**src/rtl/serout_shifter.sv**
```systemverilog
// serout_shifter: POKEY SEROUT transmitter framing start/8 data LSB-first/stop bits onto sout per serial bit tick.
module serout_shifter (
  input  logic       clk,
  input  logic       reset,
  input  logic       enp,
  input  logic       wr_serout,
  input  logic [7:0] din,
  input  logic       bit_tick,
  input  logic       sbreak,
  output logic       sout,
  output logic       odn,
  output logic       xmtdone,
  output logic       busy
);
  typedef enum logic {IDLE, SHIFT} state_t;
  state_t state, state_nx;
  logic [7:0] hold;
  logic hold_full;
  logic [9:0] frm;
  logic [3:0] cnt;
  logic tick, last, xfer, fin;
  always_comb begin
    tick = bit_tick & enp;
    last = (state == SHIFT) && (cnt == 4'd9);
    xfer = tick & hold_full & ((state == IDLE) | last);
    fin = tick & ~hold_full & last;
    state_nx = xfer ? SHIFT : fin ? IDLE : state;
  end
  always_ff @(posedge clk or posedge reset)
    if (reset) state <= IDLE;
    else state <= state_nx;
  // A write in the transfer cycle still lands: hold_full and xmtdone favour the write.
  always_ff @(posedge clk or posedge reset) begin
    if (reset) begin
      hold <= '0;
      hold_full <= 1'b0;
      frm <= '1;
      cnt <= '0;
      xmtdone <= 1'b1;
    end else begin
      if (xfer) begin
        frm <= {1'b1, hold, 1'b0};
        cnt <= '0;
      end else if (fin) begin
        frm <= '1;
      end else if (tick && state == SHIFT) begin
        frm <= {1'b1, frm[9:1]};
        cnt <= cnt + 4'd1;
      end
      if (wr_serout) hold <= din;
      hold_full <= wr_serout | (hold_full & ~xfer);
      xmtdone <= ~wr_serout & (xmtdone | fin);
    end
  end
  assign odn = xfer;
  assign busy = (state == SHIFT);
  assign sout = frm[0] & ~sbreak;
endmodule

```
**config.mk**
```make
export PLATFORM = sky130hd
export DESIGN_NAME = serout_shifter
export DESIGN_NICKNAME = d
export VERILOG_FILES = /design/src/rtl/serout_shifter.sv
export SDC_FILE = /design/constraint.sdc
export NUM_CORES = 1
export LEC_CHECK = 0
export ABC_AREA = 1
export ABC_CLOCK_PERIOD_IN_PS = 1400
export CAP_MARGIN = 5
export CORE_ASPECT_RATIO = 0.7
export CORE_MARGIN = 2
export CORE_UTILIZATION = 53
export CTS_BUF_LIST = sky130_fd_sc_hd__clkbuf_16
export DETAILED_ROUTE_END_ITERATION = 16
export PLACE_DENSITY_LB_ADDON = 0.05
export SLEW_MARGIN = 25
export SYNTH_ARGS = -nofsm -noshare
export SYNTH_HDL_FRONTEND = slang
export SYNTH_SLANG_ARGS = --single-unit
```
**constraint.sdc**
```tcl
create_clock -name clk -period 1.4 [get_ports clk]
set_clock_uncertainty 0.05 [all_clocks]
set_input_delay 0.21 -clock clk [delete_from_list [all_inputs] [get_ports clk]]
set_output_delay 0.21 -clock clk [all_outputs]
set_load 0.01 [all_outputs]
```
# --- Word-level counts from Yosys, hierarchy flattened ---
# Index checks and enable logic that the tools add are counted.
totals:
  reg_bits: 25
  latchBits: 0
  ram_bits: 0
  rom_bits: 0
  input_bits: 14
  out_inout_bits: 4
  word_cells: 39
  n_memories: 0
op_classes:
  addsub: 1
  n_mul: 0
  div: 0
  magnitude_cmp: 0
  n_eq_ne: 2
  shift: 0
  mux: 8
  bitwise_logic: 16
  reduce_logical: 6
op_table:
  columns: ["cell", "n"]
  rows:
  - ["$mux 10", 3]
  - ["$mux 4", 3]
  - ["$and 1x1->1", 8]
  - ["$not 1->1", 5]
  - ["$add 4x1->4 const B", 1]
  - ["$eq 4x4->1 const B", 1]
  - ["$reduce_bool 2->1", 2]
  - ["$or 1x1->1", 3]
  - ["$reduce_bool 3->1", 1]
  - ["$logic_and 1x1->1", 2]
  - ["$mux 1", 2]
  - ["$ne 2x2->1 const B", 1]
  - ["$reduce_and 2->1", 1]

# --- Longest topological paths before layout ---
# Gate-level depths: netlist (run 1).
depth:
  word_depth: 7
  mapped_depth: 9
  ltp_nobuf: 8

# --- Worst setup path before layout (run 1) ---
# Ideal clock, no wire load.
synth_timing:
  path_type: "register to register"
  startpoint: "register cnt[0]"
  endpoint: "register frm[1]"
  setup_ns: 0.076
  t_arrival_ns: 1.161
  required_ns: 1.274
  path_slack_ns: 0.113
  path_stages_with_launch: 9
  n_path_buf: 1
  period_less_slack_ns: 1.287
  cell_sequence: "dfrtp_1 -> ha_1 -> nand3_1 -> nand2_1 -> nand2_2 -> buf_8 -> nand3_2 -> nand2_1 -> nor2_2"
synth_via:
  elab_chain_len: 5
  elab_cells_between_ends: 8
  cone_classes: "eq/ne (1); mux (2); bitwise (3); reduce/logical (2)"
synth_rtl:
  columns: ["item", "line", "source"]
  rows:
  - ["start, declared", "20", "logic [3:0] cnt;"]
  - ["start signal, assigned", "48", "cnt <= cnt + 4'd1;"]
  - ["$eq 4x4->1 *", "24", "last = (state == SHIFT) && (cnt == 4'd9);"]
  - ["$logic_and 1x1->1 *", "24", null]
  - ["$or 1x1->1 / $and 1x1->1 (equally long branches)", "25, 26", null]
  - ["$and 1x1->1 / $mux 10 (equally long branches)", "25, 44", null]
  - ["$reduce_bool 3->1 (no line) / $mux 10 (equally long branches)", null, null]
  - ["end signal, assigned", "42", "frm <= {1'b1, hold, 1'b0};"]
  - ["end signal, assigned", "47", "frm <= {1'b1, frm[9:1]};"]
  - ["end, declared", "19", "logic [9:0] frm;"]
# Every way passes the cells marked *; elsewhere a longest branch is shown, timed or not.
# A chain may end at the register's enable or synchronous reset.

# --- Worst setup path in the final report (run 1) ---
layout_timing:
  startpoint: "register cnt[1]"
  endpoint: "output odn"
layout_via:
  elab_chain_len: 4
layout_rtl:
  columns: ["item", "line", "source"]
  rows:
  - ["$eq 4x4->1", "24", null]
  - ["$logic_and 1x1->1", "24", null]
  - ["$or 1x1->1", "25", "xfer = tick & hold_full & ((state == IDLE) | last);"]
  - ["$and 1x1->1", "25", null]
  - ["end, declared", "11", "output logic odn,"]
# No other way between the ends.

==> results of run 1 <==
-- worst max-delay path, stage by stage (launching register included) --
cell and delay [ns]:
sky130_fd_sc_hd__dfrtp_1 0.39, sky130_fd_sc_hd__inv_2 0.08, sky130_fd_sc_hd__ha_4 0.14, sky130_fd_sc_hd__nand3_2 0.07, sky130_fd_sc_hd__nand2_2 0.08, sky130_fd_sc_hd__nand2_2 0.06, sky130_fd_sc_hd__inv_2 0.07, sky130_fd_sc_hd__buf_6 0.09
-- registers in the layout, summed over array words and instances, names as in the netlist --
register and count:
busy 1, xmtdone 1, hold_full 1, hold 8, cnt 4, frm 9
-- kinds of logic (layout without fill, tap and decap cells) --
| family | Yosys count | in the layout | synth area share [%] |
|---|---|---|---|
| AOI/OAI and AO/OA | 10 | 10 | 5.714 |
| adders and majority gates | 2 | 2 | 1.970 |
| buffers and inverters | 20 | 56 | 7.782 |
| DFF | 24 | 24 | 48.28 |
| and+or+nand+nor | 93 | 93 | 36.26 |
-- power groups by stage --
stage | combinational [mW] | clock, mW | sequential (mW)
2_1_floorplan | 0.585 | 0 | 1.14
3_3_place_gp | 0.957 | 0 | 1.10
3_5_place_dp | 0.993 | 0 | 1.11
4_1_cts | 1.02 | 0.618 | 1.10
5_1_grt | 1.22 | 0.637 | 1.15
6_report | 1.10 | 0.608 | 1.12
-- cell type report --
class / instances / area (um^2) / share of cell area, %
Tap cell: 32 / 40.04 / 2.274
Multi-Input combinational cell: 105 / 634.4 / 36.03
Inverter: 16 / 60.06 / 3.412
Sequential cell: 24 / 613.1 / 34.83
Timing Repair Buffer: 36 / 334.1 / 18.98
Clock inverter: 1 / 3.754 / 0.2132
Clock buffer: 3 / 75.07 / 4.264
-- cell usage in the layout, fill, tap and decap left out --
cell type / instances
sky130_fd_sc_hd__nor2_4: 1
sky130_fd_sc_hd__dfrtp_1: 14
sky130_fd_sc_hd__a21oi_2: 1
sky130_fd_sc_hd__o21ai_1: 3
sky130_fd_sc_hd__dlygate4sd2_1: 2
sky130_fd_sc_hd__ha_4: 1
sky130_fd_sc_hd__o21bai_1: 1
sky130_fd_sc_hd__nand2_1: 38
sky130_fd_sc_hd__clkbuf_2: 1
sky130_fd_sc_hd__clkbuf_16: 3
sky130_fd_sc_hd__nand4_1: 1
sky130_fd_sc_hd__or2_0: 2
sky130_fd_sc_hd__clkdlybuf4s50_1: 13
sky130_fd_sc_hd__nor2_2: 11
sky130_fd_sc_hd__dfstp_2: 10
sky130_fd_sc_hd__inv_1: 8
sky130_fd_sc_hd__o21ai_4: 1
sky130_fd_sc_hd__clkinv_1: 2
sky130_fd_sc_hd__o21ai_0: 1
sky130_fd_sc_hd__buf_4: 14
sky130_fd_sc_hd__nand2_4: 2
sky130_fd_sc_hd__ha_1: 1
sky130_fd_sc_hd__or2_1: 4
sky130_fd_sc_hd__nand2_2: 7
sky130_fd_sc_hd__nand3_4: 1
sky130_fd_sc_hd__nand3_2: 11
sky130_fd_sc_hd__buf_12: 1
sky130_fd_sc_hd__or2_2: 1
sky130_fd_sc_hd__o21ai_2: 2
sky130_fd_sc_hd__nand3_1: 1
sky130_fd_sc_hd__buf_6: 5
sky130_fd_sc_hd__o22ai_1: 1
sky130_fd_sc_hd__nor2_1: 13
sky130_fd_sc_hd__inv_2: 7
-- through the flow --
stage / hold WS (ns) / total power, mW / setup TNS, ns / utilization [%] / instance area, um^2
6_report: 0.2603 / 2.831 / -0.1590 / 79.76 / 1760
5_1_grt: 0.3019 / 3.009 / -0.9712 / 79.76 / 1760
4_1_cts: 0.2793 / 2.734 / -0.4540 / 76.93 / 1698
3_5_place_dp: 0.4056 / 2.102 / -3.698 / 72.00 / 1589
3_3_place_gp: 0.4050 / 2.053 / -2.911 / 72.00 / 1589
2_1_floorplan: 0.1672 / 1.722 / 0 / - / 1270
-- final timing paths --
kind | startpoint | to | slack [ns] | depth (start not counted)
worst max-delay path | cnt[1]$_DFFE_PP0P_ | odn | -0.09 | 7
worst min-delay path | reset | hold[6]$_DFFE_PP0P_ | 0.26 | 3
worst max register to register | cnt[1]$_DFFE_PP0P_ | frm[4]$_DFFE_PP1P_ | -0.03 | 9
worst min register to register | hold[5]$_DFFE_PP0P_ | hold[5]$_DFFE_PP0P_ | 0.42 | 2
max in group asynchronous | reset | frm[6]$_DFFE_PP1P_ | 0.75 | 3
min in group clk | hold[5]$_DFFE_PP0P_ | hold[5]$_DFFE_PP0P_ | 0.42 | 2
-- metal layers --
layer | vias to the layer above | wire [um] | global-route usage, %
met2 | 20 | 1400 | 40.22
met5 | - | 0 | 0
met1 | 488 | 1194 | 24.27
met4 | 0 | 0 | 2.667
li1 | 532 | - | -
met3 | 0 | 108 | 4.738
-- repair_timing --
item	CTS	global route
endpoints found under the setup margin	17	17
setup buffers	1	0
resized for setup	17	20
pin swaps	1	4
==> run_summary.xml, run 1 <==
<?xml version="1.0" encoding="UTF-8"?>
<metrics>
  <group name="run_status">
    <metric name="run_status" unit="">finished with violations</metric>
    <metric name="violations" unit="">negative setup slack</metric>
  </group>
  <group name="logic_synthesis">
    <metric name="synthTopCellsByCount" unit="">45 x sky130_fd_sc_hd__nand2_1, 17 x sky130_fd_sc_hd__nor2_1, 14 x sky130_fd_sc_hd__dfrtp_1</metric>
    <metric name="mean_area_per_synthesized_cell" unit="um^2">8.523</metric>
    <metric name="synthDominantCellAreaShare" unit="%">27.59</metric>
    <metric name="synth.ff_latch_count" unit="">24</metric>
    <metric name="synth.yosys.seq_area_share" unit="%">48.28</metric>
    <metric name="synth_most_common_cell" unit="">sky130_fd_sc_hd__nand2_1</metric>
    <metric name="synth_top_cells_by_area" unit="">sky130_fd_sc_hd__dfrtp_1 28%, sky130_fd_sc_hd__dfstp_2 21%, sky130_fd_sc_hd__nand2_1 13%, sky130_fd_sc_hd__nand3_2 7.1%, sky130_fd_sc_hd__nor2_1 5.0%</metric>
    <metric name="post_synth_edffs" unit="">0</metric>
    <metric name="synthesis.area" unit="mm^2">0.001270</metric>
    <metric name="synthDominantAreaCellType" unit="">sky130_fd_sc_hd__dfrtp_1</metric>
    <metric name="ys.flop_type" unit="">sky130_fd_sc_hd__dfrtp_1</metric>
    <metric name="number_of_standard_cells_after_synthesis" unit="">149</metric>
    <metric name="async_reset_ff_share" unit="%">100.0</metric>
    <metric name="yosys_warnings" unit="">0</metric>
    <metric name="yosysUniqueCellTypes" unit="">28</metric>
    <metric name="synth.net_count" unit="">165</metric>
  </group>
  <group name="power_and_ir_drop">
    <metric name="part_of_the_total_power_dissipated_in_sequential_elements" unit="%">39.5</metric>
    <metric name="pwr-share-clk" unit="%">21.5</metric>
    <metric name="power-per-cell-area" unit="mW/mm^2">1608</metric>
    <metric name="vdd_ir_drop_max" unit="mV">0.9506</metric>
    <metric name="power.leakage" unit="nW">0.8419</metric>
    <metric name="netSwitchingFraction" unit="%">32.94</metric>
    <metric name="power.internal" unit="mW">1.898</metric>
    <metric name="power.switching" unit="mW">0.9324</metric>
    <metric name="power_frac_comb" unit="%">39.0</metric>
  </group>
  <group name="drt">
    <metric name="detail_route.wl_per_cell" unit="um">12.45</metric>
    <metric name="drt_first_pass_iters" unit="">4</metric>
    <metric name="totalWireLength" unit="um">2702</metric>
    <metric name="total_via_count_in_the_routed_design" unit="">1040</metric>
    <metric name="initialDrtViolationCount" unit="">20</metric>
    <metric name="drt.antenna.violating_nets" unit="">0</metric>
    <metric name="route.detailed.vias_per_inst" unit="">4.793</metric>
    <metric name="drc_errors" unit="">0</metric>
  </group>
  <group name="floorplanning">
    <metric name="fp-row-count" unit="">14</metric>
    <metric name="floorplan_die_area" unit="mm^2">0.002810</metric>
    <metric name="floorplan.die.height" unit="um">44.96</metric>
    <metric name="io-pin-count" unit="">18</metric>
    <metric name="chipWidth" unit="um">62.51</metric>
    <metric name="core-area" unit="mm^2">0.002207</metric>
    <metric name="initial_utilization" unit="%">57.54</metric>
  </group>
  <group name="sta">
    <metric name="fin_crit_sh" unit="%">106.2</metric>
    <metric name="final-hold-violation-count" unit="">0</metric>
    <metric name="timing_worst_slew_pin_value" unit="ns">0.3073</metric>
    <metric name="timing.fmax" unit="MHz">672.4</metric>
    <metric name="setup_viol" unit="">4</metric>
    <metric name="unrepaired_setup_endpoints_after_global_routing" unit="">true</metric>
    <metric name="setup_ws" unit="ns">-0.08729</metric>
    <metric name="finalMaxSlewViolations" unit="">0</metric>
    <metric name="relSlewSlack" unit="%">79.51</metric>
    <metric name="period_needed" unit="ns">1.487</metric>
  </group>
  <group name="place">
    <metric name="dpl_worst_slack" unit="ns">-0.3909</metric>
    <metric name="place_inst" unit="">212</metric>
    <metric name="hpwl" unit="um">1753</metric>
    <metric name="place.port_buffers" unit="">17</metric>
    <metric name="gpl.final_weighted_congestion" unit="">0.7981</metric>
  </group>
  <group name="flow_run">
    <metric name="cap_violations" unit="">0</metric>
  </group>
  <group name="layout">
    <metric name="final_cells" unit="">217</metric>
    <metric name="layout_overhead_on_the_synthesized_area" unit="%">38.62</metric>
    <metric name="fillers" unit="">167</metric>
    <metric name="final_layout_size_suffix_gt1_share" unit="%">43.24</metric>
    <metric name="diodes" unit="">0</metric>
    <metric name="finish.net_count" unit="">202</metric>
  </group>
  <group name="clocking">
    <metric name="insertion_delay" unit="ns">0.25</metric>
    <metric name="ctsRootBufferMaster" unit="">sky130_fd_sc_hd__clkbuf_16</metric>
    <metric name="cts-htree-levels" unit="">1</metric>
    <metric name="clock-sinks" unit="">24</metric>
    <metric name="cts_hold_buffers" unit="">0</metric>
    <metric name="max-clock-path-buffers" unit="">2</metric>
    <metric name="tritoncts.num_buffers" unit="">3</metric>
    <metric name="tritoncts_clock_tree" unit="">yes</metric>
    <metric name="clk_pin_slew_worst_paths" unit="ns">0.06</metric>
  </group>
  <group name="min_path">
    <metric name="worst_min_delay_path_category" unit="">primary input to asynchronous set/reset pin</metric>
  </group>
  <group name="grt">
    <metric name="number_of_global_route_vias_before_repair" unit="">1021</metric>
    <metric name="pin_count_of_the_biggest_net_entering_global_routing" unit="">25</metric>
    <metric name="globalRoute.totalOverflow" unit="">0</metric>
    <metric name="antenna_found_initial" unit="">0</metric>
    <metric name="track_usage" unit="%">20.51</metric>
    <metric name="grt_pass1_wl" unit="um">4416</metric>
  </group>
  <group name="setup_path">
    <metric name="timing.critical_path.fanout_max" unit="">2</metric>
    <metric name="wp_data_arrival" unit="ns">1.23</metric>
    <metric name="critical_path.endpoint_type" unit="">primary output</metric>
    <metric name="worstSetupStartpointType" unit="">register</metric>
    <metric name="timing_worst_setup_path_type" unit="">register to primary output</metric>
    <metric name="cp_data_required_time" unit="ns">1.14</metric>
  </group>
</metrics>
(Power assumes the default switching activity.)
==> run 2: changes to the inputs <==
- CAP_MARGIN: 5 -> 20
- CORE_MARGIN: 2 -> unset
==> run_summary.xml, run 2 (synthesized netlist as in run 1, its figures left out) <==
<?xml version="1.0" encoding="UTF-8"?>
<metrics>
  <group name="clocking">
    <metric name="cts_hold_buffers" unit="">0</metric>
    <metric name="insertion_delay" unit="ns">0.26</metric>
    <metric name="tritoncts.num_buffers" unit="">3</metric>
    <metric name="tritoncts_clock_tree" unit="">yes</metric>
    <metric name="cts-htree-levels" unit="">1</metric>
    <metric name="max-clock-path-buffers" unit="">2</metric>
    <metric name="clock-sinks" unit="">24</metric>
    <metric name="clk_pin_slew_worst_paths" unit="ns">0.06</metric>
    <metric name="ctsRootBufferMaster" unit="">sky130_fd_sc_hd__clkbuf_16</metric>
  </group>
  <group name="floorplanning">
    <metric name="core-area" unit="mm^2">0.002207</metric>
    <metric name="chipWidth" unit="um">60.51</metric>
    <metric name="fp-row-count" unit="">14</metric>
    <metric name="initial_utilization" unit="%">57.54</metric>
    <metric name="floorplan_die_area" unit="mm^2">0.002599</metric>
    <metric name="io-pin-count" unit="">18</metric>
    <metric name="floorplan.die.height" unit="um">42.96</metric>
  </group>
  <group name="layout">
    <metric name="final_cells" unit="">217</metric>
    <metric name="reg.largest.list" unit="">frm x9, hold x8, cnt x4</metric>
    <metric name="finish.net_count" unit="">202</metric>
    <metric name="diodes" unit="">0</metric>
    <metric name="utilization" unit="%">80.27</metric>
    <metric name="mostFrequentLayoutCells" unit="">37 x sky130_fd_sc_hd__nand2_1, 14 x sky130_fd_sc_hd__dfrtp_1, 14 x sky130_fd_sc_hd__buf_4</metric>
    <metric name="final_layout_size_suffix_gt1_share" unit="%">42.70</metric>
    <metric name="largest_register_ffs" unit="">9</metric>
    <metric name="layout_overhead_on_the_synthesized_area" unit="%">39.51</metric>
    <metric name="mostFrequentLayoutCell" unit="">sky130_fd_sc_hd__nand2_1</metric>
    <metric name="max_flop_register" unit="">frm</metric>
  </group>
  <group name="setup_path">
    <metric name="crit-reg2reg-launch" unit="">cnt[1]$_DFFE_PP0P_</metric>
    <metric name="cp_data_required_time" unit="ns">1.14</metric>
    <metric name="reg2reg_setup_slack" unit="ns">-0.06</metric>
    <metric name="wp_data_arrival" unit="ns">1.22</metric>
    <metric name="critical_path.endpoint_type" unit="">primary output</metric>
    <metric name="worst_r2r_path_cells" unit="">9</metric>
    <metric name="timing_worst_setup_path_type" unit="">register to primary output</metric>
    <metric name="timing.critical_path.fanout_max" unit="">2</metric>
    <metric name="worstSetupStartpointType" unit="">register</metric>
    <metric name="worst_r2r_endpoint" unit="">frm[6]$_DFFE_PP1P_</metric>
  </group>
  <group name="sta">
    <metric name="setup_viol" unit="">9</metric>
    <metric name="unrepaired_setup_endpoints_after_global_routing" unit="">true</metric>
    <metric name="period_needed" unit="ns">1.483</metric>
    <metric name="setup_ws" unit="ns">-0.08306</metric>
    <metric name="final-hold-violation-count" unit="">0</metric>
    <metric name="relSlewSlack" unit="%">79.58</metric>
    <metric name="fin_crit_sh" unit="%">105.9</metric>
    <metric name="fin_tns_setup" unit="ns">-0.3647</metric>
    <metric name="finalMaxSlewViolations" unit="">0</metric>
    <metric name="timing.fmax" unit="MHz">674.3</metric>
    <metric name="timing_worst_slew_pin_value" unit="ns">0.3063</metric>
  </group>
  <group name="min_path">
    <metric name="worst_min_delay_path_category" unit="">primary input to asynchronous set/reset pin</metric>
  </group>
  <group name="power_and_ir_drop">
    <metric name="power-per-cell-area" unit="mW/mm^2">1619</metric>
    <metric name="vdd_ir_drop_max" unit="mV">1.156</metric>
    <metric name="power.leakage" unit="nW">0.8398</metric>
  </group>
  <group name="drt">
    <metric name="initialDrtViolationCount" unit="">36</metric>
    <metric name="met3_wirelength" unit="um">120</metric>
    <metric name="total_via_count_in_the_routed_design" unit="">1070</metric>
    <metric name="detail_route.wl_per_cell" unit="um">12.60</metric>
    <metric name="drt.antenna.violating_nets" unit="">0</metric>
    <metric name="highest_layer" unit="">met4</metric>
    <metric name="drc_errors" unit="">0</metric>
    <metric name="totalWireLength" unit="um">2735</metric>
    <metric name="drt_first_pass_iters" unit="">4</metric>
    <metric name="route.detailed.vias_per_inst" unit="">4.931</metric>
    <metric name="routedLengthMet1" unit="um">1187</metric>
    <metric name="detailroute.wirelength.met2" unit="um">1369</metric>
  </group>
  <group name="grt">
    <metric name="antenna_found_initial" unit="">0</metric>
    <metric name="number_of_global_route_vias_before_repair" unit="">981</metric>
    <metric name="pin_count_of_the_biggest_net_entering_global_routing" unit="">25</metric>
    <metric name="grt_pass1_wl" unit="um">4160</metric>
    <metric name="track_usage" unit="%">22.05</metric>
    <metric name="globalRoute.totalOverflow" unit="">0</metric>
  </group>
  <group name="place">
    <metric name="hpwl" unit="um">1763</metric>
    <metric name="gpl.final_weighted_congestion" unit="">0.8005</metric>
    <metric name="place_inst" unit="">212</metric>
    <metric name="place.port_buffers" unit="">17</metric>
  </group>
  <group name="run_status">
    <metric name="run_status" unit="">finished with violations</metric>
    <metric name="violations" unit="">negative setup slack</metric>
  </group>
  <group name="flow_run">
    <metric name="cap_violations" unit="">0</metric>
  </group>
</metrics>
## run 2: cell types whose count changed in the layout (fill, tap and decap cells not counted), moves of 2 or more
cell and delta:
sky130_fd_sc_hd__nor2_1 -2, sky130_fd_sc_hd__nand3_1 +2, sky130_fd_sc_hd__nor2_4 +3, sky130_fd_sc_hd__nand3_2 -3, sky130_fd_sc_hd__nand2_2 +2
## run 2: per-stage QoR
stage | power, mW | area [um^2] | setup WS, ns | hold WS, ns
after floorplan | 1.722 | 1270 | 0.1130 | 0.1672
after CTS | 2.731 | 1674 | -0.1320 | 0.2564
after global routing | 3.052 | 1772 | -0.1418 | 0.2846
final | 2.868 | 1772 | -0.08306 | 0.2444
after detailed placement | 2.107 | 1589 | -0.3927 | 0.4059
after global placement | 2.053 | 1589 | -0.3719 | 0.4050
## run 2: repair_timing
item                                    in CTS  in global routing
setup buffers                                0                  1
cloned                                       0                  0
resized for setup                           13                 27
pin swaps                                    0                  4
endpoints found under the setup margin      16                 17
## run 2: power by group
part,leakage [nW],internal [mW],switching [mW],total [mW]
clock network,0.0385,0.381,0.230,0.611
logic,0.527,0.528,0.582,1.11
registers,0.275,0.999,0.148,1.15
total,0.840,1.91,0.959,2.87
## run 2: final cells by class
type | instances | area, um^2
Inverter | 16 | 60.06
Tap cell | 32 | 40.04
Timing Repair Buffer | 36 | 334.1
Clock buffer | 3 | 75.07
Clock inverter | 1 | 3.754
Multi-Input combinational cell | 105 | 645.6
Fill cell | 151 | 435.4
Sequential cell | 24 | 613.1
## run 2: per-layer routing
metal	up-vias	global-route usage, %
met1	498	28.06
met2	33	38.02
met4	0	4.091
met3	6	5.488
li1	533	-
met5	-	0
## run 2: worst max path at each step
| stage | from | to | depth (start not counted) |
|---|---|---|---|
| 6_report | cnt[1]$_DFFE_PP0P_ | odn | 7 |
| 2_1_floorplan | cnt[0]$_DFFE_PP0P_ | frm[1]$_DFFE_PP1P_ | 8 |
| 3_5_place_dp | enp | odn | 6 |
| 4_1_cts | cnt[1]$_DFFE_PP0P_ | odn | 7 |
| 5_1_grt | cnt[1]$_DFFE_PP0P_ | odn | 7 |
| 3_3_place_gp | bit_tick | odn | 6 |
## run 2: worst max-delay path, stage by stage, from the launching register on
cell and delay, ns:
sky130_fd_sc_hd__dfrtp_1 0.39, sky130_fd_sc_hd__inv_2 0.09, sky130_fd_sc_hd__ha_4 0.14, sky130_fd_sc_hd__nand3_2 0.06
sky130_fd_sc_hd__nand2_2 0.07, sky130_fd_sc_hd__nand2_2 0.06, sky130_fd_sc_hd__inv_2 0.07, sky130_fd_sc_hd__buf_6 0.10
